==> src/rtl/iic_pkg.sv <==
// Shared types for the IIC bit controller: command encoding, FSM state
// and the per-phase bus level table.
package iic_pkg;

    typedef enum logic [1:0] {
        CMD_START = 2'd0,
        CMD_STOP  = 2'd1,
        CMD_WRITE = 2'd2,
        CMD_READ  = 2'd3
    } cmd_t;

    typedef enum logic {
        ST_IDLE = 1'b0,
        ST_BUSY = 1'b1
    } state_t;

    // Returns {scl,sda} for a command in a given quarter-bit phase.
    function automatic logic [1:0] bus_lvl(cmd_t c, logic [1:0] ph, logic d);
        logic [7:0] t;
        case (c)
            CMD_START: t = 8'b11_11_10_00;
            CMD_STOP:  t = 8'b00_10_11_11;
            CMD_WRITE: t = {1'b0, d, 1'b1, d, 1'b1, d, 1'b0, d};
            default:   t = 8'b01_11_11_01;
        endcase
        return t[{~ph, 1'b0} +: 2];
    endfunction

endpackage

==> src/rtl/iic_bit_ctrl_if.sv <==
// Command handshake bundle between the byte layer and the bit controller.
// master issues commands, slave executes them.
interface iic_bit_ctrl_if;
    import iic_pkg::*;

    logic cmd_valid;
    logic cmd_ready;
    cmd_t cmd;
    logic din;
    logic dout;
    logic done;

    modport master (
        output cmd_valid, cmd, din,
        input  cmd_ready, dout, done
    );

    modport slave (
        input  cmd_valid, cmd, din,
        output cmd_ready, dout, done
    );

endinterface

==> src/rtl/iic_sync.sv <==
// Multi-flop level synchroniser with configurable depth and reset value.
module iic_sync #(
    parameter int   DEPTH   = 2,
    parameter logic RST_VAL = 1'b1
) (
    input  logic clk,
    input  logic rst_n,
    input  logic d,
    output logic q
);

    logic [DEPTH-1:0] ff;

    always_ff @(posedge clk or negedge rst_n) begin
        if (!rst_n) begin
            ff <= {DEPTH{RST_VAL}};
        end else begin
            ff <= {ff[DEPTH-2:0], d};
        end
    end

    assign q = ff[DEPTH-1];

endmodule

==> src/rtl/iic_bit_ctrl.sv <==
// IIC bit-level controller: START/STOP/WRITE/READ in four tick phases.
// Define IIC_CLK_STRETCH_EN to honour slave clock stretching on scl_i.
module iic_bit_ctrl
    import iic_pkg::*;
#(
    parameter int SYNC_STAGES = 2
) (
    input  logic           clk,
    input  logic           rst_n,
    input  logic           tick,
    iic_bit_ctrl_if.slave  cif,
    input  logic           scl_i,
    input  logic           sda_i,
    output logic           scl_o,
    output logic           sda_o
);

    state_t     state;
    logic [1:0] phase;
    cmd_t       cmd_q;
    logic       din_q;
    logic       dout_q;
    logic       done_q;
    logic       sda_s;
    logic       hold;
    logic       accept;
    logic       step;
    logic       step_mid;
    logic       step_last;
    logic [1:0] lvl_acc;
    logic [1:0] lvl_nxt;

    iic_sync #(.DEPTH(SYNC_STAGES), .RST_VAL(1'b1)) u_sda_sync (
        .clk   (clk),
        .rst_n (rst_n),
        .d     (sda_i),
        .q     (sda_s)
    );

`ifdef IIC_CLK_STRETCH_EN
    logic scl_s;

    iic_sync #(.DEPTH(SYNC_STAGES), .RST_VAL(1'b1)) u_scl_sync (
        .clk   (clk),
        .rst_n (rst_n),
        .d     (scl_i),
        .q     (scl_s)
    );

    // A slave holding scl low freezes the high half of the bit.
    assign hold = (phase == 2'd1 || phase == 2'd2) && !scl_s;
`else
    logic unused_scl;

    assign unused_scl = scl_i;
    assign hold       = 1'b0;
`endif

    assign cif.cmd_ready = (state == ST_IDLE);
    assign cif.dout      = dout_q;
    assign cif.done      = done_q;

    assign accept    = cif.cmd_valid && (state == ST_IDLE);
    assign step      = (state == ST_BUSY) && tick && !hold;
    assign step_last = step && (phase == 2'd3);
    assign step_mid  = step && (phase != 2'd3);

    assign lvl_acc = bus_lvl(cif.cmd, 2'd0, cif.din);
    assign lvl_nxt = bus_lvl(cmd_q, phase + 2'd1, din_q);

    always_ff @(posedge clk or negedge rst_n) begin
        if (!rst_n) begin
            state  <= ST_IDLE;
            phase  <= 2'd0;
            cmd_q  <= CMD_START;
            din_q  <= 1'b0;
            dout_q <= 1'b0;
            done_q <= 1'b0;
            scl_o  <= 1'b1;
            sda_o  <= 1'b1;
        end else begin
            done_q <= 1'b0;
            unique case (1'b1)
                accept: begin
                    state          <= ST_BUSY;
                    phase          <= 2'd0;
                    cmd_q          <= cif.cmd;
                    din_q          <= cif.din;
                    {scl_o, sda_o} <= lvl_acc;
                end
                step_mid: begin
                    phase          <= phase + 2'd1;
                    {scl_o, sda_o} <= lvl_nxt;
                    if (cmd_q == CMD_READ && phase == 2'd2) begin
                        dout_q <= sda_s;
                    end
                end
                step_last: begin
                    state  <= ST_IDLE;
                    phase  <= 2'd0;
                    done_q <= 1'b1;
                end
                default: begin
                end
            endcase
        end
    end

endmodule

==> src/flat_wrapper.sv <==
// flat-port wrapper written by rule: the top's interface ports become plain ports
module iic_bit_ctrl_flat import iic_pkg::*;
#(
    parameter int SYNC_STAGES = 2
)
  (clk, rst_n, tick, scl_i, sda_i, scl_o, sda_o, cif_cmd_valid, cif_cmd, cif_din, cif_cmd_ready, cif_dout, cif_done);
  iic_bit_ctrl_if cif_i ();
  input  logic clk;
  input  logic rst_n;
  input  logic tick;
  input  logic scl_i;
  input  logic sda_i;
  output logic scl_o;
  output logic sda_o;
  input wire logic [$bits(cif_i.cmd_valid)-1:0] cif_cmd_valid;
  input wire logic [$bits(cif_i.cmd)-1:0] cif_cmd;
  input wire logic [$bits(cif_i.din)-1:0] cif_din;
  output wire logic [$bits(cif_i.cmd_ready)-1:0] cif_cmd_ready;
  output wire logic [$bits(cif_i.dout)-1:0] cif_dout;
  output wire logic [$bits(cif_i.done)-1:0] cif_done;
  assign cif_i.cmd_valid = cif_cmd_valid;
  assign cif_i.cmd = cif_cmd;
  assign cif_i.din = cif_din;
  assign cif_cmd_ready = cif_i.cmd_ready;
  assign cif_dout = cif_i.dout;
  assign cif_done = cif_i.done;
  iic_bit_ctrl #(.SYNC_STAGES(SYNC_STAGES)) u_core (.clk(clk), .rst_n(rst_n), .tick(tick), .cif(cif_i), .scl_i(scl_i), .sda_i(sda_i), .scl_o(scl_o), .sda_o(sda_o));
endmodule
==> config.mk <==
export PLATFORM = sky130hd
export DESIGN_NAME = iic_bit_ctrl_flat
export DESIGN_NICKNAME = d
export VERILOG_FILES = /design/src/rtl/iic_pkg.sv /design/src/rtl/iic_bit_ctrl_if.sv /design/src/rtl/iic_sync.sv /design/src/rtl/iic_bit_ctrl.sv /design/src/flat_wrapper.sv
export SDC_FILE = /design/constraint.sdc
export NUM_CORES = 1
export LEC_CHECK = 0
export ABC_AREA = 1
export CAP_MARGIN = 20
export CORE_MARGIN = 3
export CORE_UTILIZATION = 35
export DETAILED_ROUTE_END_ITERATION = 12
export GPL_ROUTABILITY_DRIVEN = 0
export PLACE_DENSITY_LB_ADDON = 0.05
export SETUP_SLACK_MARGIN = 0.02
export SYNTH_ARGS = -nofsm -noshare
export SYNTH_HDL_FRONTEND = slang
export SYNTH_SLANG_ARGS = --single-unit
export TNS_END_PERCENT = 10
==> constraint.sdc <==
create_clock -name clk -period 3.7 [get_ports clk]
set_input_delay 0.74 -clock clk [delete_from_list [all_inputs] [get_ports clk]]
set_output_delay 0.74 -clock clk [all_outputs]
set_load 0.02 [all_outputs]
**After elaboration in Yosys (flattened, before gate mapping)**

Cells that the tools add are included.

- Word-level logic and storage cells: 40
- Output and inout bits: 5
- Register bits after elaboration: 12

- Reductions and logical operators: 12
- Shift-type cells: 1
- Bitwise operators: 2
- Add/subtract/negate cells: 1
- Equality and inequality tests: 8
- Muxes and demuxes: 7

Operator list:

| kind | count |
|---|---|
| one-hot mux 8 bit (3 select lines) | 2 |
| equality test 2 bit (second input constant) | 5 |
| variable part select 8 x 4 -> 2 bit | 1 |
| one-hot mux 1 bit (2 select lines) | 3 |
| nonzero test 2 bit | 3 |
| logical AND 1 bit | 5 |
| equality test 2 x 1 -> 1 bit (second input constant) | 2 |
| logical NOT 2 bit | 2 |
| one-hot mux 2 bit (2 select lines) | 1 |
| adder 2 x 1 -> 2 bit (second input constant) | 1 |
| inequality test 2 bit (second input constant) | 1 |
| NOT 2 bit | 1 |
| AND reduction 2 bit | 1 |
| OR reduction 2 bit | 1 |
| 2-to-1 mux 1 bit | 1 |
| NOT 1 bit | 1 |

**Logic depth before layout (Yosys ltp)**

- Depth in word-level cells: 4
- Gate-level depth with buffers: 8

**Cells and area by module**

From an unflattened synthesis, not the netlist that was laid out.

- Cell total of the unflattened synthesis: 69
- Area total of the unflattened synthesis: 598.1 µm²

By module, submodules not included:

| module | area an instance (µm²) | cells an instance | times used | seq. area each (µm²) |
|---|---|---|---|---|
| iic_bit_ctrl | 545.5 | 67 | 1 | 252.7 |
| iic_sync | 52.6 | 2 | 1 | 52.6 |

**Worst setup path after synthesis**

OpenSTA, ideal clock, no wires.

- Path kind: flip-flop to output port
- Start: register u_core.state
- End: output port cif_cmd_ready
- Buffers on the path: 0
- Arrival time: 575 ps
- Stages on the path, launching flop included: 2
- Setup slack: 2385 ps
- Cell sequence: dfrtp_1 -> inv_1

- Word-level cells in the longest chain between the ends: 1

Ends and longest elaborated chain:

| what | line | text |
|---|---|---|
| start, declared | iic_bit_ctrl.sv:18 | `state_t state;` |
| start signal, assigned | iic_bit_ctrl.sv:73 | `state <= ST_IDLE;` |
| start signal, assigned | iic_bit_ctrl.sv:85 | `state <= ST_BUSY;` |
| start signal, assigned | iic_bit_ctrl.sv:99 | `state <= ST_IDLE;` |
| NOT 1 bit | iic_bit_ctrl.sv:59 | `assign cif.cmd_ready = (state == ST_IDLE);` |
| end, declared | flat_wrapper.sv:18 | `output wire logic [$bits(cif_i.cmd_ready)-1:0] cif_cmd_ready;` |

Every way passes these cells.

**Worst setup path after layout**

- Start: register u_core.scl_o
- End: output port scl_o

RTL lines:

| what | line | text |
|---|---|---|
| start, declared | iic_bit_ctrl.sv:14 | `output logic scl_o,` |
| start signal, assigned | iic_bit_ctrl.sv:89 | `{scl_o, sda_o} <= lvl_acc;` |
| start signal, assigned | iic_bit_ctrl.sv:93 | `{scl_o, sda_o} <= lvl_nxt;` |
| end, declared | flat_wrapper.sv:13 | `output logic scl_o;` |

No word-level cell between the ends.

==> out/results.txt <==
Setup violators final = 0
GR Util met3 = 0.0690
First-pass GRT wire length = 1.84 mm
CTS tree = done
# resized after CTS = 0
Clock sinks = 12
Setup crit end kind = output pin
Root Driver = clkbuf_4
Status = finished clean
Crit Path Max Fanout = 2
Wire length per cell = 10.5 um
Pwr Density = 781 nW/um^2
Critical path data required time = 2.96 ns
Global Route Usage Sum = 0.124
Pre-CTS WS = 1.80 ns
R2r setup slk = 2.39 ns
Post-DP Area = 734 um^2
Distinct cells, synth = 19
Fin crit share = 0.578
Initial core utilization = 0.381
Yosys top cell by area = dfrtp_1
Clock Skew = 0.00884 ns
Chip Width = 47.2 um
Placed instance count = 97
HP Start = u_core.u_sda_sync.ff[0]
Final Util = 0.494
GR met1 Demand/Resource = 0.148
Pin count of the biggest net entering global routing = 13
Post-CTS Setup Inserts = 0
GRT busiest layer = met2
Worst-Skew Late Latency = 0.27 ns
Final ANT Viol Nets = 0
Post-DP HPWL = 837 um
Synthesis-to-layout area growth = 29.7%
Synth top area cells = dfrtp_1 (34%), dfstp_2 (18%), nand2_1 (13%)
Syn Area/Cell = 8.61 um^2
Seq/Total Area, Yosys = 0.514
Max IR drop VDD = 0.352 mV
Synth warn = 0
Initial DRC count = 5
Leak = 0.375 nW
Total Routed Length = 1.07 mm
Grt total ovfl = 0
Drt first pass iters = 3
Vias in the first global route = 442
Final TNS setup = 0 ns
Largest stage delay on the critical path = 0.59 ns
Worst hold endpoint = u_core.u_sda_sync.ff[1]
Die Span Y = 47.2 um
Die area = 2230 um^2
CTS HTree Levels = 1
R2r startpoint = u_core.phase[0]
Clock buffer depth = 2
Post-route design area = 771 um^2
Nets = 97
Met2 Usage GRT = 0.192
Worst Hold Slack = 0.359 ns
Worst rel slew slack = 0.649
Final Hold Viols = 0
Most common cell after layout, fill and taps aside = nand2_1
Post-synth net total = 80
Worst Setup Start Kind = register
CP max stage cell = clkdlybuf4s50_1
Arr. time, crit path = 1.40 ns
Synth Instances = 69
Final Non-Filler Cells = 101
CTS Buf Count = 3
Max Clk Rate = 468 MHz
CTS Hold Bufs = 0
R2r endpoint = u_core.sda_o
Rows = 14
Total of max-cap violations = 0
Worst path cell trace = clkdlybuf4s50_1
R2R depth = 7
Critical path type = reg -> out
Fin crit period = 2.14 ns
Slew Viols, Final = 0
Most frequent cells in the layout = nand2_1 (21), clkdlybuf4s50_1 (12), inv_1 (9)
CP Buf/Inv Count = 1
Vias = 460
Worst slew pin tran = 0.525 ns
Delay-heaviest family, CP = buffers and inverters
Top-area cell type share of the netlist area = 0.337
Port bufs = 12
Total power = 0.602 mW
Number of remaining DRC errors = 0
Netlist Area Pre-Place = 594 um^2
Final worst slack = 1.56 ns
# IOs = 14
Hold depth = 0
Unrepaired setup endpoints after global routing = no
FILL cells = 160
Clock-pin slew on the worst setup and hold paths = 0.08 ns
Multi-input gate area = 240 um^2
Fraction of layout cells with a size suffix above 1 = 0.176
Inserted Diodes = 0
Vias per inst = 4.55
Min-Delay Path Class = reg -> reg
Antenna violations before repair = 0
#FFs+latches synth = 12
Sequential cell area = 305 um^2
Core box area = 1560 um^2
area by class of cell:
| cell class | count | share of cell area |
|---|---|---|
| sequential | 12 | 0.396 |
| multi-input combinational | 44 | 0.312 |
| timing repair buffer | 12 | 0.156 |
| inverter | 13 | 0.0633 |
| clock buffer | 4 | 0.0471 |
| tap | 16 | 0.0260 |
kinds of logic after synthesis:
family,after synthesis,share of synthesized area
buffers and inverters,13,0.0821
AND/OR/NAND/NOR,33,0.280
AO/OA/AOI/OAI,9,0.0821
flip-flops,12,0.514
adder cells (fa/ha/maj),2,0.0421
flip-flops by register name, summed over array words and instances, names as in the netlist:
register              flops
u_core.cmd_q              2
u_core.phase              2
u_core.u_sda_sync.ff      2
u_core.cif.done           1
u_core.cif.dout           1
u_core.din_q              1
u_core.scl_o              1
u_core.sda_o              1
u_core.state              1
metal layers:
layer | share of wire | up-vias
li1 | - | 245
met1 | 0.47 | 205
met2 | 0.47 | 8
met3 | 0.058 | 2
met4 | 0.0038 | 0
met5 | 0 | -
worst max-delay path by stage:
stage,from,cells past startpoint,to
final,u_core.scl_o,1,scl_o
after global routing,u_core.scl_o,1,scl_o
after CTS,u_core.scl_o,1,scl_o
after detailed placement,cif_cmd_valid,6,u_core.phase[0]
after global placement,cif_cmd_valid,6,u_core.phase[0]
after floorplan,u_core.state,1,cif_cmd_ready
synthesized netlist by cell type, drive strengths merged:
library cell / number
ha: 2
nand4: 1
nor2: 5
inv: 12
a21oi: 1
nand3b: 1
dfrtp: 8
nand2: 22
nand3: 4
clkinv: 1
o21ai: 6
a21boi: 1
dfstp: 4
o22ai: 1
report_power, final:
| part | leakage, nW | internal (mW) | switching (mW) |
|---|---|---|---|
| Clock | 0.0210 | 0.0598 | 0.0423 |
| Sequential | 0.140 | 0.189 | 0.0387 |
| Combinational | 0.214 | 0.119 | 0.153 |
| Total | 0.375 | 0.367 | 0.234 |
(Power assumes the default switching activity.)
